$ cat src/rtl/div_mon_pkg.sv
// div_mon_pkg: shared types and defaults for the divided-clock ratio monitor.
//   mon_state_t : measurement FSM states (IDLE, HIGH, LOW)
//   CW_DEF      : default phase-counter width
//   LOCK_N_DEF  : default number of identical periods needed for lock
package div_mon_pkg;

  typedef enum logic [1:0] {
    IDLE = 2'd0,
    HIGH = 2'd1,
    LOW  = 2'd2
  } mon_state_t;

  localparam int CW_DEF     = 8;
  localparam int LOCK_N_DEF = 4;

endpackage

$ cat src/rtl/edge_detect.sv
// edge_detect: registers a 1-bit synchronous signal and flags its edges.
//   clk, resetn : clock, synchronous active-low reset
//   d           : sampled signal
//   rise, fall  : combinational edge flags against the registered copy
// RST_VAL picks what the previous sample is assumed to be out of reset,
// which decides whether a level present at reset release counts as an edge.
module edge_detect #(
  parameter logic RST_VAL = 1'b1
) (
  input  logic clk,
  input  logic resetn,
  input  logic d,
  output logic rise,
  output logic fall
);

  logic d_q;

  always_ff @(posedge clk) begin
    if (!resetn) d_q <= RST_VAL;
    else         d_q <= d;
  end

  assign rise = d & ~d_q;
  assign fall = ~d & d_q;

endmodule

$ cat src/rtl/div_ratio_monitor.sv
// div_ratio_monitor: measures high time, low time and period of a divided
// clock sampled in the clk domain, declares lock after LOCK_N identical
// periods and flags ratio changes (while locked) and stuck inputs.
//   clk, resetn : clock, synchronous active-low reset
//   din         : divided signal under test, synchronous to clk
//   high_time   : high-phase cycles of the last complete period
//   low_time    : low-phase cycles of the last complete period
//   period      : high_time + low_time, one bit wider
//   valid       : one-cycle pulse when the three measurements update
//   locked      : LOCK_N consecutive identical periods seen
//   err         : one-cycle pulse on mismatch while locked, or on overflow
module div_ratio_monitor
  import div_mon_pkg::*;
#(
  parameter int CW     = CW_DEF,
  parameter int LOCK_N = LOCK_N_DEF
) (
  input  logic          clk,
  input  logic          resetn,
  input  logic          din,
  output logic [CW-1:0] high_time,
  output logic [CW-1:0] low_time,
  output logic [CW:0]   period,
  output logic          valid,
  output logic          locked,
  output logic          err
);

  localparam logic [CW-1:0] CNT_MAX = '1;
  localparam logic [CW-1:0] CNT_ONE = CW'(1);
  localparam logic [3:0]    LOCK_V  = 4'(LOCK_N);

  logic rise, fall;

  // Reset value 1: a din already high at reset release is not a rising edge,
  // so measurement never starts mid-phase.
  edge_detect #(.RST_VAL(1'b1)) u_edge (
    .clk    (clk),
    .resetn (resetn),
    .d      (din),
    .rise   (rise),
    .fall   (fall)
  );

  mon_state_t    state, state_n;
  logic [CW-1:0] hi_cnt, hi_n, lo_cnt, lo_n;
  logic [3:0]    match_cnt, match_n;
  logic [CW-1:0] ht_n, lt_n;
  logic [CW:0]   per_n;
  logic          valid_n, locked_n, err_n;
  logic          same;

  always_ff @(posedge clk) begin
    if (!resetn) begin
      state     <= IDLE;
      hi_cnt    <= '0;
      lo_cnt    <= '0;
      match_cnt <= '0;
      high_time <= '0;
      low_time  <= '0;
      period    <= '0;
      valid     <= 1'b0;
      locked    <= 1'b0;
      err       <= 1'b0;
    end else begin
      state     <= state_n;
      hi_cnt    <= hi_n;
      lo_cnt    <= lo_n;
      match_cnt <= match_n;
      high_time <= ht_n;
      low_time  <= lt_n;
      period    <= per_n;
      valid     <= valid_n;
      locked    <= locked_n;
      err       <= err_n;
    end
  end

  assign same = (hi_cnt == high_time) && (lo_cnt == low_time);

  always_comb begin
    state_n  = state;
    hi_n     = hi_cnt;
    lo_n     = lo_cnt;
    match_n  = match_cnt;
    ht_n     = high_time;
    lt_n     = low_time;
    per_n    = period;
    valid_n  = 1'b0;
    locked_n = locked;
    err_n    = 1'b0;

    case (state)
      IDLE: begin
        if (rise) begin
          state_n = HIGH;
          hi_n    = CNT_ONE;
          lo_n    = '0;
        end
      end

      // In HIGH the registered sample is always 1, so "not fall" means din=1.
      HIGH: begin
        if (fall) begin
          state_n = LOW;
          lo_n    = CNT_ONE;
        end else if (hi_cnt == CNT_MAX) begin
          // Stuck high: abandon the measurement, keep the last report.
          state_n  = IDLE;
          hi_n     = '0;
          lo_n     = '0;
          match_n  = '0;
          locked_n = 1'b0;
          err_n    = 1'b1;
        end else begin
          hi_n = hi_cnt + 1'b1;
        end
      end

      // In LOW the registered sample is always 0, so "not rise" means din=0.
      LOW: begin
        if (rise) begin
          ht_n    = hi_cnt;
          lt_n    = lo_cnt;
          per_n   = {1'b0, hi_cnt} + {1'b0, lo_cnt};
          valid_n = 1'b1;
          // match_cnt==0 marks the first period since IDLE: nothing to compare.
          if (match_cnt == '0 || !same) match_n = 4'd1;
          else if (match_cnt != LOCK_V) match_n = match_cnt + 1'b1;
          locked_n = (match_n == LOCK_V);
          err_n    = locked && !same;
          state_n  = HIGH;
          hi_n     = CNT_ONE;
          lo_n     = '0;
        end else if (lo_cnt == CNT_MAX) begin
          state_n  = IDLE;
          hi_n     = '0;
          lo_n     = '0;
          match_n  = '0;
          locked_n = 1'b0;
          err_n    = 1'b1;
        end else begin
          lo_n = lo_cnt + 1'b1;
        end
      end

      default: begin
        state_n = IDLE;
        hi_n    = '0;
        lo_n    = '0;
      end
    endcase
  end

endmodule

$ cat config.mk
export PLATFORM = sky130hd
export DESIGN_NAME = div_ratio_monitor
export DESIGN_NICKNAME = d
export VERILOG_FILES = /design/src/rtl/div_mon_pkg.sv /design/src/rtl/edge_detect.sv /design/src/rtl/div_ratio_monitor.sv
export SDC_FILE = /design/constraint.sdc
export NUM_CORES = 1
export LEC_CHECK = 0
export BUFFER_PORTS_ARGS = -buffer_cell sky130_fd_sc_hd__buf_4
export CAP_MARGIN = 20
export CORE_AREA = 5 5 96 80
export DETAILED_ROUTE_END_ITERATION = 16
export DIE_AREA = 0 0 101 85
export PLACE_DENSITY_LB_ADDON = 0.2
export SLEW_MARGIN = 5
export SYNTH_ARGS = -nofsm -noshare
export SYNTH_HDL_FRONTEND = slang
export SYNTH_SLANG_ARGS = --single-unit
$ cat constraint.sdc
create_clock -name clk -period 2.2 [get_ports clk]
set_input_delay 0.44 -clock clk [delete_from_list [all_inputs] [get_ports clk]]
set_output_delay 0.44 -clock clk [all_outputs]
set_load 0.03 [all_outputs]
==> out/metrics.csv <==
metric,value,unit
die-height,85,microns
drt_iter0_drc,194,
clockBufferDepth,2,
whs_endpoint,u_edge.d_q,
start_util,43.0,%
die_w,101,microns
tightest_slew,540,ps
layout_min_cycle_time,2070,ps
vias,2628,
required,2420,ps
synthSimpleGateAreaFrac,26.8,%
power_density,612,nW/um^2
ff2ff_path_depth,6,
io_buffers,30,
placed_cell_area,3270,sq um
rows,27,
synth_area_leaders,"dfxtp_1 36%, nand2_1 7.9%, xor2_1 7.0%, ha_1 7.0%, a21oi_1 5.6%",
synth_fa_ha_area_share,7.69,%
antennaDiodeCount,0,
synthMuxAreaShare,0.699,%
power.total,0.00208,W
layout.nets,409,
clkTransAtPathRegs,110,ps
drive_above_1_share,17.9,%
setup_viol,0,
status,"finished, final reports clean",
whs_path_depth,2,
cts_buffers,5,
wl_per_cell,15.5,microns
gp_congestion,0.935,
synthXorXnorAreaFrac,7.65,%
synth_seq_cells,51,
avgViaCountPerCell,5.51,
synth_top_area_cell,dfxtp_1,
final_area,3400,sq um
ys_seq_area_share,35.6,%
overflow,0,
yosysMostFrequentCell,nand2_1,
gr-usage-all-layers,18.4,%
synth_edf_count,0,
netlist_area,2860,sq um
synth_area_per_cell,8.25,sq um
cts_tree,yes,
rr_endpoint,period[7],
drc,0,
async_flop_share,0,%
drtAntennaViolNets,0,
maxCapViolations,0,
cts_sinks,51,
grt_pass1_wl,12.7,mm
hp-start,din,
synth_common_cells,"60 x nand2_1, 51 x dfxtp_1, 32 x a21oi_1, 23 x xor2_1, 21 x nor2_1",
grt_max_degree,21,
path_class,flip-flop to flip-flop,
synth_nets,367,
hpwlAfterDp,5.56,mm
cts_root_buf,clkbuf_8,
rsz0062_at_grt,no,
antenna_found_initial,0,
regToRegSetupSlack,130,ps
leakage,1.49,nW
r2r_start,hi_cnt[4],
fill_cells,635,
ios,31,
cts.htree.levels,2,
worstPathMaxFanout,8,
synth_top_family_by_area,simple AND/OR/NAND/NOR gates,
utilization,51.1,%
peakVddDrop,0.383,mV
hold_viol_final,0,
synth-compound-area-share,17.3,%
fin_hold_ws,368,ps
syn-instance-count,347,
design.core.area,6660,sq um
tns,0,ps
dieArea,8590,sq um
synth_top_area_share,35.6,%
synth.distinct_cells,57,
wirelength,7.39,mm
slew_headroom,63.7,%
grt_pass1_vias,2523,
first_pass_iters,4,
clk_latency,320,ps
area_growth,18.7,%
start_kind,flip-flop,
hp-class,input pin to flip-flop,
synthFlopType,dfxtp_1,
worst_clock_skew,18.9,ps
yosysWarningCount,0,
cp-end-kind,flip-flop,
fmax,484,MHz
slew_viol_final,0,
worstPathArrival,2290,ps
fin_crit_sh,93.9,%
## metrics by stage
stage | worst slack (ps) | cells
2_1_floorplan | 274 | 347
3_3_place_gp | 164 | 469
3_5_place_dp | 104 | 469
4_1_cts | 101 | 477
5_1_grt | 12.6 | 477
6_report | 134 | 477
## worst max-delay path, stage by stage, from the launching register on
cell      delay [ps]
dfxtp_1          530
ha_1             350
nand3_1          110
o211ai_1         100
or4_1            420
and3_1           160
a311o_1          300
## where the power goes
group	internal (W)	switching, W
clock	0.000375	0.000344
combinational	0.000159	0.000242
sequential	0.000937	0.0000219
## sequential cells by signal, summed over array words and instances, names as in the netlist
signal and count:
period 9, hi_cnt 8, high_time 8, lo_cnt 8, low_time 8, match_cnt 4
state 2, err 1, locked 1, u_edge.d_q 1, valid 1
## routing by layer
layer  track usage (%)  routed length (microns)
met5                 0                        0
met4              3.50                      106
met3              3.04                      361
met2              29.6                     3250
met1              26.0                     3670
## how the worst max path moves through the flow
| stage | depth (start not counted) | slack, ps | startpoint | to |
|---|---|---|---|---|
| after floorplan | 6 | 270 | hi_cnt[1] | period[7] |
| after global placement | 6 | 160 | hi_cnt[1] | period[7] |
| after detailed placement | 6 | 100 | hi_cnt[1] | period[7] |
| after CTS | 6 | 100 | hi_cnt[1] | period[7] |
| after global routing | 6 | 10 | hi_cnt[4] | period[7] |
| final | 6 | 130 | hi_cnt[4] | period[7] |
## logic make-up (layout without fill, tap and decap cells)
family                   count (synthesis)  count (layout)
AO/OA/AOI/OAI                           76              76
multiplexers                             2               2
AND/OR/NAND/NOR                        151             151
XOR/XNOR                                25              25
flip-flops                              51              51
adder cells (fa/ha/maj)                 17              17
buffers and inverters                   25              68
## layout by cell type (no fill, tap or decap), types with 2 or more instances in the layout
cell      instances
nand2b_1          3
nand3b_1          3
a21oi_1          32
xnor2_1           2
o31ai_1           2
a211oi_1          3
o211ai_1          4
dfxtp_1          49
nor2_1           21
nor3_1            6
dfxtp_2           2
a31oi_1           3
a21o_1            2
nand4_1           3
ha_1             16
o22ai_1           2
inv_1             9
o32ai_1           3
and3_2            2
buf_4            51
xor2_1           23
o21ai_0          13
mux2i_1           2
clkbuf_8          6
or3b_1            2
and3_1            6
or4_1             3
nand2_1          60
nand3_1          18
and2_1            2
nor4_1            6
nand4b_1          5
## cell type report
cell class,count,area [sq um],share of cell area [%]
multi-input cells,271,1730,50.9
inverters,9,33.8,0.994
well taps,87,109,3.20
clock inverters,2,38.8,1.14
clock buffers,6,82.6,2.43
flip-flops and latches,51,1020,30.1
repair buffers,51,383,11.3
## timing repair
action	4_1_cts	5_1_grt
resized for setup	0	3
setup endpoints to repair	0	11
hold buffers	0	0
buffers inserted	0	0
(Power assumes the default switching activity.)
